<file path="src/rtl/hpdcache_mem_read_remap_arbiter.sv">
// N-port round-robin read arbiter with dynamic memory-TID remapping.
// Requester IDs are stored per allocated TID and restored on every response beat.
module hpdcache_mem_read_remap_arbiter #(
  parameter int unsigned N        = 4,
  parameter int unsigned ADDR_W   = 64,
  parameter int unsigned DATA_W   = 128,
  parameter int unsigned LEN_W    = 8,
  parameter int unsigned IN_ID_W  = 4,
  parameter int unsigned OUT_ID_W = 4,
  parameter int unsigned MAX_OUT  = 4
) (
  input  logic                  clk_i,
  input  logic                  rst_ni,
  input  logic [N-1:0]          req_valid_i,
  output logic [N-1:0]          req_ready_o,
  input  logic [N*ADDR_W-1:0]   req_addr_i,
  input  logic [N*LEN_W-1:0]    req_len_i,
  input  logic [N*3-1:0]        req_size_i,
  input  logic [N*IN_ID_W-1:0]  req_id_i,
  output logic                  mem_req_valid_o,
  input  logic                  mem_req_ready_i,
  output logic [ADDR_W-1:0]     mem_req_addr_o,
  output logic [LEN_W-1:0]      mem_req_len_o,
  output logic [2:0]            mem_req_size_o,
  output logic [OUT_ID_W-1:0]   mem_req_id_o,
  input  logic                  mem_resp_valid_i,
  output logic                  mem_resp_ready_o,
  input  logic [OUT_ID_W-1:0]   mem_resp_id_i,
  input  logic [DATA_W-1:0]     mem_resp_data_i,
  input  logic [1:0]            mem_resp_error_i,
  input  logic                  mem_resp_last_i,
  output logic [N-1:0]          resp_valid_o,
  input  logic [N-1:0]          resp_ready_i,
  output logic [DATA_W-1:0]     resp_data_o,
  output logic [1:0]            resp_error_o,
  output logic [IN_ID_W-1:0]    resp_id_o,
  output logic                  resp_last_o,
  output logic                  busy_o,
  output logic                  unexp_resp_o
);

  localparam int unsigned NE = 1 << OUT_ID_W;
  localparam int unsigned PW = (N > 1) ? $clog2(N) : 1;
  localparam int unsigned CW = $clog2(MAX_OUT + 1);

  typedef logic [PW-1:0]       port_t;
  typedef logic [OUT_ID_W-1:0] tid_t;
  typedef logic [CW-1:0]       cnt_t;

  typedef enum logic {
    LOCK_IDLE,
    LOCK_HELD
  } lock_e;

  logic [NE-1:0]      tblValid_q, tblValid_d;
  port_t              tblPort_q [NE];
  logic [IN_ID_W-1:0] tblId_q [NE];
  cnt_t               cnt_q [N];
  cnt_t               cnt_d [N];
  port_t              rrPtr_q, rrPtr_d;
  lock_e              lockState_q, lockState_d;
  port_t              lockPort_q, lockPort_d;
  tid_t               lockTid_q, lockTid_d;
  logic               unexp_q, unexp_d;

  logic               anyFree;
  tid_t               freeTid;
  logic [N-1:0]       eligible;
  port_t              rrPick;
  logic               rrFound;
  port_t              grantPort;
  tid_t               grantTid;
  logic               memReqValid;
  logic               reqHs;
  logic [IN_ID_W-1:0] grantOrigId;
  logic               entryValid;
  port_t              entryPort;
  logic               respHs;
  logic               freeEn;

  always_comb begin
    anyFree = ~(&tblValid_q);
    freeTid = '0;
    for (int k = NE - 1; k >= 0; k--) begin
      if (!tblValid_q[k]) freeTid = tid_t'(k);
    end
  end

  always_comb begin
    for (int i = 0; i < N; i++) begin
      eligible[i] = req_valid_i[i] && (cnt_q[i] < cnt_t'(MAX_OUT)) && anyFree;
    end
  end

  // Round-robin search starting at the pointer, wrapping modulo N.
  always_comb begin
    int    j;
    port_t jp;
    rrPick  = '0;
    rrFound = 1'b0;
    for (int k = 0; k < N; k++) begin
      j = int'(rrPtr_q) + k;
      if (j >= int'(N)) j = j - int'(N);
      jp = port_t'(j);
      if (!rrFound && eligible[jp]) begin
        rrFound = 1'b1;
        rrPick  = jp;
      end
    end
  end

  always_comb begin
    if (lockState_q == LOCK_HELD) begin
      grantPort   = lockPort_q;
      grantTid    = lockTid_q;
      memReqValid = rst_ni;
    end else begin
      grantPort   = rrPick;
      grantTid    = freeTid;
      memReqValid = rst_ni & rrFound;
    end
  end

  assign reqHs = memReqValid & mem_req_ready_i;

  always_comb begin
    mem_req_addr_o = '0;
    mem_req_len_o  = '0;
    mem_req_size_o = '0;
    grantOrigId    = '0;
    for (int i = 0; i < N; i++) begin
      if (port_t'(i) == grantPort) begin
        mem_req_addr_o = req_addr_i[i*ADDR_W +: ADDR_W];
        mem_req_len_o  = req_len_i[i*LEN_W +: LEN_W];
        mem_req_size_o = req_size_i[i*3 +: 3];
        grantOrigId    = req_id_i[i*IN_ID_W +: IN_ID_W];
      end
    end
  end

  assign mem_req_valid_o = memReqValid;
  assign mem_req_id_o    = grantTid;

  always_comb begin
    req_ready_o = '0;
    if (reqHs) req_ready_o[grantPort] = 1'b1;
  end

  // A stalled offer is frozen so the downstream sees stable fields and TID.
  always_comb begin
    lockState_d = lockState_q;
    lockPort_d  = lockPort_q;
    lockTid_d   = lockTid_q;
    case (lockState_q)
      LOCK_IDLE: begin
        if (memReqValid && !mem_req_ready_i) begin
          lockState_d = LOCK_HELD;
          lockPort_d  = grantPort;
          lockTid_d   = grantTid;
        end
      end
      LOCK_HELD: begin
        if (mem_req_ready_i) lockState_d = LOCK_IDLE;
      end
      default: lockState_d = LOCK_IDLE;
    endcase
  end

  assign entryValid = tblValid_q[mem_resp_id_i];
  assign entryPort  = tblPort_q[mem_resp_id_i];

  // Beats for unowned TIDs are swallowed so the downstream never deadlocks.
  always_comb begin
    resp_valid_o     = '0;
    mem_resp_ready_o = 1'b1;
    if (entryValid) begin
      resp_valid_o[entryPort] = mem_resp_valid_i;
      mem_resp_ready_o        = resp_ready_i[entryPort];
    end
  end

  assign resp_id_o    = tblId_q[mem_resp_id_i];
  assign resp_data_o  = mem_resp_data_i;
  assign resp_error_o = mem_resp_error_i;
  assign resp_last_o  = mem_resp_last_i;

  assign respHs = mem_resp_valid_i & mem_resp_ready_o;
  assign freeEn = respHs & entryValid & mem_resp_last_i;

  always_comb begin
    tblValid_d = tblValid_q;
    if (reqHs)  tblValid_d[grantTid]      = 1'b1;
    if (freeEn) tblValid_d[mem_resp_id_i] = 1'b0;
  end

  always_comb begin
    logic inc;
    logic dec;
    for (int i = 0; i < N; i++) begin
      inc      = reqHs && (grantPort == port_t'(i));
      dec      = freeEn && (entryPort == port_t'(i));
      cnt_d[i] = cnt_q[i] + cnt_t'(inc) - cnt_t'(dec);
    end
  end

  always_comb begin
    rrPtr_d = rrPtr_q;
    if (reqHs) rrPtr_d = (grantPort == port_t'(N - 1)) ? '0 : grantPort + port_t'(1);
  end

  assign unexp_d = unexp_q | (mem_resp_valid_i & ~entryValid);

  always_ff @(posedge clk_i or negedge rst_ni) begin
    if (!rst_ni) begin
      tblValid_q  <= '0;
      rrPtr_q     <= '0;
      lockState_q <= LOCK_IDLE;
      lockPort_q  <= '0;
      lockTid_q   <= '0;
      unexp_q     <= 1'b0;
      for (int i = 0; i < N; i++) cnt_q[i] <= '0;
    end else begin
      tblValid_q  <= tblValid_d;
      rrPtr_q     <= rrPtr_d;
      lockState_q <= lockState_d;
      lockPort_q  <= lockPort_d;
      lockTid_q   <= lockTid_d;
      unexp_q     <= unexp_d;
      for (int i = 0; i < N; i++) cnt_q[i] <= cnt_d[i];
    end
  end

  always_ff @(posedge clk_i) begin
    if (reqHs) begin
      tblPort_q[grantTid] <= grantPort;
      tblId_q[grantTid]   <= grantOrigId;
    end
  end

  assign busy_o       = |tblValid_q;
  assign unexp_resp_o = unexp_q;

endmodule

</file>
<file path="config.mk">
export PLATFORM = sky130hd
export DESIGN_NAME = hpdcache_mem_read_remap_arbiter
export DESIGN_NICKNAME = d
export VERILOG_FILES = /design/src/rtl/hpdcache_mem_read_remap_arbiter.sv
export SDC_FILE = /design/constraint.sdc
export NUM_CORES = 1
export LEC_CHECK = 0
export ABC_AREA = 1
export CORE_AREA = 2 2 266 268
export CTS_CLUSTER_DIAMETER = 40
export DETAILED_ROUTE_END_ITERATION = 10
export DIE_AREA = 0 0 268 270
export SETUP_SLACK_MARGIN = 0.3
export SYNTH_ARGS = -nofsm -noshare
export SYNTH_HDL_FRONTEND = slang
export SYNTH_SLANG_ARGS = --single-unit
</file>
<file path="constraint.sdc">
create_clock -name clk_i -period 10.19 [get_ports clk_i]
set_input_delay 1.019 -clock clk_i [delete_from_list [all_inputs] [get_ports clk_i]]
set_output_delay 1.019 -clock clk_i [all_outputs]
set_load 0.01 [all_outputs]
</file>
==> results of run 1 <==
-- kinds of logic after synthesis --
family | count (synthesis) | share of synthesized area
buffers and inverters | 284 | 0.170
xor gates and xnor gates | 9 | 0.00842
adders and majority gates | 16 | 0.0246
DFF | 134 | 0.409
and+or+nand+nor | 364 | 0.167
AOI/OAI and AO/OA | 274 | 0.221
-- critical path: stages --
cell	delay, ps
clkdlybuf4s50_1	400
inv_1	70
nor2_1	50
nand3_1	170
nand3_1	140
nand2_2	120
nand2_2	70
nor2_4	140
nand2_1	70
nand4_1	80
nand2_1	90
o21bai_2	260
inv_1	350
ha_4	510
nor2_4	640
buf_12	350
a221oi_1	140
o31ai_1	540
clkdlybuf4s50_1	920
-- power groups by stage --
| stage | Sequential, µW | Combinational (µW) | Clock (µW) |
|---|---|---|---|
| 4_1_cts | 995 | 4930 | 597 |
| 2_1_floorplan | 981 | 2310 | 0 |
| 3_3_place_gp | 1000 | 4850 | 0 |
| 5_1_grt | 1010 | 5230 | 620 |
| 3_5_place_dp | 1000 | 4880 | 0 |
| 6_report | 996 | 4840 | 589 |
-- sequential cells by signal (all words and copies together), names as in the netlist --
name	count
tblValid_q	16
tblId_q	64
lockTid_q	4
unexp_resp_o	1
lockPort_q	2
tblPort_q	32
cnt_q	12
rrPtr_q	2
lockState_q	1
-- layout by cell type (no fill, tap or decap), drive strengths merged --
master	n
clkinvlp	6
nand2	195
xor2	5
diode	6
bufinv	1
a211oi	1
a2111o	4
o21bai	2
a21boi	4
o21ai	19
a221oi	80
o31ai	79
nand4	6
xnor2	4
a22oi	48
a21oi	29
a31oi	1
or3	1
nor4	4
ha	12
o22ai	7
clkinv	2
inv	97
clkdlybuf4s50	427
fa	4
nand3b	1
edfxtp	96
nand3	25
dfrtp	38
buf	17
nor2	132
clkbuf	17
-- metrics by stage --
step	power (µW)	setup WS (ps)	hold slack, ps	instances	util
floorplan	3290	5020	442	1081	-
global placement	5860	3130	463	2272	0.198
detailed placement	5880	3020	470	2272	0.198
CTS	6520	2990	485	2304	0.206
global route	6860	2770	510	2308	0.206
finish	6430	2950	480	2310	0.206
-- layout make-up --
| class | instances | area [µm²] |
|---|---|---|
| Sequential cell | 134 | 3830 |
| Clock buffer | 17 | 425 |
| Clock inverter | 15 | 143 |
| Multi-Input combinational cell | 663 | 4000 |
| Antenna cell | 6 | 15.0 |
| Fill cell | 7659 | 55200 |
| Inverter | 91 | 347 |
| Tap cell | 940 | 1180 |
| Timing Repair Buffer | 444 | 4410 |
-- worst paths after layout --
check	start	endpoint	cells after the start
max in group asynchronous	rst_ni	cnt_q[4]	2
worst max-delay path	req_valid_i[2]	mem_req_len_o[4]	19
worst min register to register	cnt_q[3]	cnt_q[3]	1
min in group asynchronous	rst_ni	unexp_resp_o	2
worst min-delay path	cnt_q[3]	cnt_q[3]	1
worst max register to register	tblValid_q[10]	cnt_q[2]	24
-- routing by layer --
metal / vias up / part of all wire
li1: 4266 / -
met1: 4733 / 0.39
met2: 736 / 0.44
met3: 74 / 0.13
met4: 16 / 0.030
met5: - / 0.0076
==> qor.yml, run 1 <==
status:
  status: "finished clean"
pwr:
  p_switching_uw: 3150
  pwr-share-clk: 0.092
  irDropWorstVdd_v: 0.000375
  internal_power_uw: 3280
  switching_share: 0.490
  power-per-cell-area_nw_per_um2: 448
  p_leak_uw: 0.00522
  p_comb_frac: 0.753
  sequentialPowerShare: 0.155
cts:
  ctsHtreeMaxLevel: 4
  clockRootBuffer: "clkbuf_16"
  worstSkewPairLatency_ps: 420
  clk_pin_slew_ps: 60
  cts_buffers: 17
  cts_setup_buffers: 0
  cts_resized: 0
  hold_buffers: 0
  cts_tree: "yes"
  cts_buffer_depth: 2
  clock-sinks: 134
synthesis:
  ys_types: 43
  syn_nets: 1560
  synth.avg_cell_area_um2: 8.66
  yosysWarnings: 0
  synth_most_common_cell: "nand2_1"
  synthFlopType: "edfxtp_1"
  syn-instance-count: 1081
  synth-edff-count: 96
  synth_area_leader_cell: "edfxtp_1"
  async_reset_ff_frac: 0.284
  synth_seq_area_share: 0.409
  synth_top_area_frac: 0.308
  ys_ff_latch: 134
  synthTopCellsByArea: "edfxtp_1 31%, buf_4 11%, dfrtp_1 10%"
  synthesis.area_um2: 9370
  synth_common_cells: "178 x nand2_1, 132 x buf_4, 123 x nor2_1"
drt:
  drt_iter0_drc: 736
  viasPerCell: 4.25
  drc: 0
  antenna_left: 0
  routedWlPerCell_um: 26.2
  num_vias: 9825
  drt-pass1-iter-count: 7
  drt-total-wl_mm: 60.5
sta:
  final-setup-viol-count: 0
  fmax_mhz: 138
  skew_ps: 11.3
  rsz0062_at_grt: "no"
  fin_setup_tns_ps: 0
  tightest_slew_ps: 991
  post-route-min-period_ps: 7240
  max_slew_margin: 0.339
  final_hold_viol_count: 0
  fin_crit_sh: 0.710
  slew_violations: 0
global_route:
  grt_pass1_vias: 9921
  overflow: 0
  grt_pass1_wl_mm: 81.0
  antenna_found_initial: 26
  met2_usage: 0.246
  busiest_layer: "met2"
  gr-usage-met1: 0.198
  grt_max_degree: 94
  grt_use_met3: 0.0804
  grtUsageTotal: 0.162
floorplan:
  die_w_um: 268
  start_util: 0.135
  dieArea_um2: 72400
  io_pins: 689
  die_h_um: 270
  core_area_um2: 69500
  fp-row-count: 97
placement:
  hpwl_mm: 49.7
  placed_cell_area_um2: 13800
  place_congestion: 0.922
  numPortBuffers: 428
critical_path:
  rrSetupSlack_ps: 5080
  arrival_ps: 6220
  crit_type: "input port to primary output"
  critPathMaxFanout: 64
  crit_required_ps: 9170
  critPathCaptureType: "primary output"
  cp-start-kind: "input port"
final_layout:
  drive_gt1_frac: 0.0762
  fin_area_um2: 14300
  nets: 1830
  area_delta_synth_final_pct: 53.2
worst_hold_path:
  min_path_type: "register to register"
run:
  cap_violations: 0
Note: power is estimated with default switching activity, not from simulation.
==> run 2: changes to the inputs <==
Clock period 10.19 ns to 7.31 ns, I/O delays scaled along.
==> run 2 against run 1 <==
Against the previous run:
- sequential power up 40%
- worst setup slack worse by 2000 ps
- cell area up 0.54%
- hold slack worse by 93 ps
- core utilization up 0.11 points
- critical endpoint is now mem_req_addr_o[24]
- largest power group unchanged
- via count about the same
- highest routed layer unchanged
- die area unchanged
- clock skew up 9.6 ps
==> qor.yml, run 2 (same netlist as run 1, synthesis figures left out) <==
status:
  status: "finished clean"
placement:
  place_congestion: 0.930  # +0.85%
  placed_cell_area_um2: 13800  # +0.22%
  hpwl_mm: 49.8  # +0.32%
  numPortBuffers: 428  # unchanged
cts:
  clockRootBuffer: "clkbuf_16"
  cts_buffer_depth: 2  # unchanged
  cts_resized: 0  # unchanged
  cts_tree: "yes"
  ctsHtreeMaxLevel: 4  # unchanged
  worstSkewPairLatency_ps: 430  # about the same
  hold_buffers: 0  # unchanged
  cts_setup_buffers: 0  # unchanged
  clock-sinks: 134  # unchanged
  clk_pin_slew_ps: 60  # about the same
  cts_buffers: 17  # unchanged
sta:
  rsz0062_at_grt: "no"
  slew_violations: 0  # unchanged
  final-setup-viol-count: 0  # unchanged
  fmax_mhz: 156
  fin_setup_tns_ps: 0  # unchanged
  fin_crit_sh: 0.874
  skew_ps: 20.9  # +9.57 ps
  whs_ps: 388  # -92.5 ps
  final_hold_viol_count: 0  # unchanged
  post-route-min-period_ps: 6390
  max_slew_margin: 0.220  # -0.119
  tightest_slew_ps: 1170  # +178 ps
critical_path:
  r2r_start: "tblValid_q[9]"
  crit_required_ps: 6580  # -2590 ps
  crit_type: "register to primary output"
  rrSetupSlack_ps: 2120  # -2960 ps
  arrival_ps: 5660  # -560 ps
  cp-startpoint: "tblValid_q[9]"
  critPathMaxFanout: 29  # -55%
  critPathCaptureType: "primary output"
  cp-start-kind: "register"
final_layout:
  multiInputGateArea_um2: 4000  # unchanged
  largest_reg_flops: 64  # unchanged
  nets: 1834  # +0.22%
  fillers: 7577  # -1.1%
  seqCellArea_um2: 3830  # unchanged
  final_cell_mix: "427 x clkdlybuf4s50_1, 178 x nand2_1, 122 x nor2_1, 96 x edfxtp_1, 79 x a221oi_1"
  layout_commonest_cell: "clkdlybuf4s50_1"
  fin_area_um2: 14400  # +0.54%
  top_regs: "tblId_q: 64 flops, tblPort_q: 32 flops, tblValid_q: 16 flops"
  final_core_util: 0.207  # +0.00112
  drive_gt1_frac: 0.0782  # +0.00197
  top_register: "tblId_q"
  area_delta_synth_final_pct: 54.0
floorplan:
  die_w_um: 268  # unchanged
  die_h_um: 270  # unchanged
  core_area_um2: 69500  # unchanged
  io_pins: 689  # unchanged
  dieArea_um2: 72400  # unchanged
  start_util: 0.135  # unchanged
  fp-row-count: 97  # unchanged
drt:
  num_vias: 9831  # +0.061%
  viasPerCell: 4.24  # -0.20%
  drc: 0  # unchanged
  antenna_left: 0  # unchanged
  drt-total-wl_mm: 60.0  # -0.82%
  routedWlPerCell_um: 25.9  # -1.1%
  drt-pass1-iter-count: 5  # -2
  drt_iter0_drc: 661  # -10%
worst_hold_path:
  min_path_type: "input port to asynchronous set/reset pin"
pwr:
  p_comb_frac: 0.749  # -0.004
  internal_power_uw: 4690  # +43%
  p_leak_uw: 0.00528  # +1.0%
  irDropWorstVdd_v: 0.000453  # +21%
  total_power_uw: 9010  # +40%
  p_switching_uw: 4320  # +37%
  switching_share: 0.479  # -0.0106
  power-per-cell-area_nw_per_um2: 625  # +39%
  sequentialPowerShare: 0.154  # about the same
  pwr-share-clk: 0.097  # +0.005
global_route:
  grtUsageTotal: 0.160  # -0.00173
  overflow: 0  # unchanged
  grt_pass1_wl_mm: 80.2  # -0.90%
  grt_max_degree: 70  # -26%
  antenna_found_initial: 25  # -3.8%
  grt_pass1_vias: 10000  # +1.2%
run:
  cap_violations: 0  # unchanged
==> run 2: critical path, stage by stage, from the launching register on <==
cell	delay [ps]
dfrtp_1	420
nand2_1	90
inv_1	100
nand2_1	90
nor2_4	140
nand2_4	110
nand3_1	130
a21oi_1	110
a21oi_1	290
nand2_1	100
nand4_1	80
nand2_1	80
o21bai_2	260
inv_1	340
ha_4	390
nor2_4	660
buf_4	450
buf_4	220
a221oi_1	90
o31ai_1	420
clkdlybuf4s50_1	640
==> run 2: metal layers <==
| metal | GRT usage | part of all wire | up-vias | wire, µm |
|---|---|---|---|---|
| met5 | 0.0277 | 0.0043 | - | 256 |
| met4 | 0.0260 | 0.017 | 8 | 999 |
| met3 | 0.0731 | 0.13 | 53 | 7510 |
| met2 | 0.256 | 0.45 | 659 | 27000 |
| met1 | 0.197 | 0.40 | 4832 | 24200 |
| li1 | - | - | 4279 | - |
==> run 2: path summary, 6_finish.rpt <==
path,end,cells past startpoint
max in group asynchronous,tblValid_q[0],2
min in group clk_i,cnt_q[3],1
setup / recovery,mem_req_addr_o[24],20
setup reg to reg,cnt_q[8],22
hold reg to reg,cnt_q[3],1
hold / removal,cnt_q[10],2
==> run 2: final cells by class <==
cell class              instances  area share
clock inverters                11      0.0104
flip-flops and latches        134       0.266
repair buffers                448       0.308
inverters                      91      0.0240
clock buffers                  21      0.0319
multi-input cells             663       0.277
well taps                     940      0.0815
diodes                          8     0.00139
==> run 2: power groups by stage <==
stage	Clock (µW)	Sequential [µW]	Combinational, µW
2_1_floorplan	0	1370	3210
3_3_place_gp	0	1400	6770
6_report	874	1390	6750
4_1_cts	884	1390	6850
5_1_grt	920	1410	7250
3_5_place_dp	0	1400	6780
==> run 2: through the flow <==
stage	cells	setup WS, ps
floorplan	1081	2710
finish	2316	920
CTS	2308	848
detailed placement	2276	1000
global placement	2276	1080
global route	2311	521
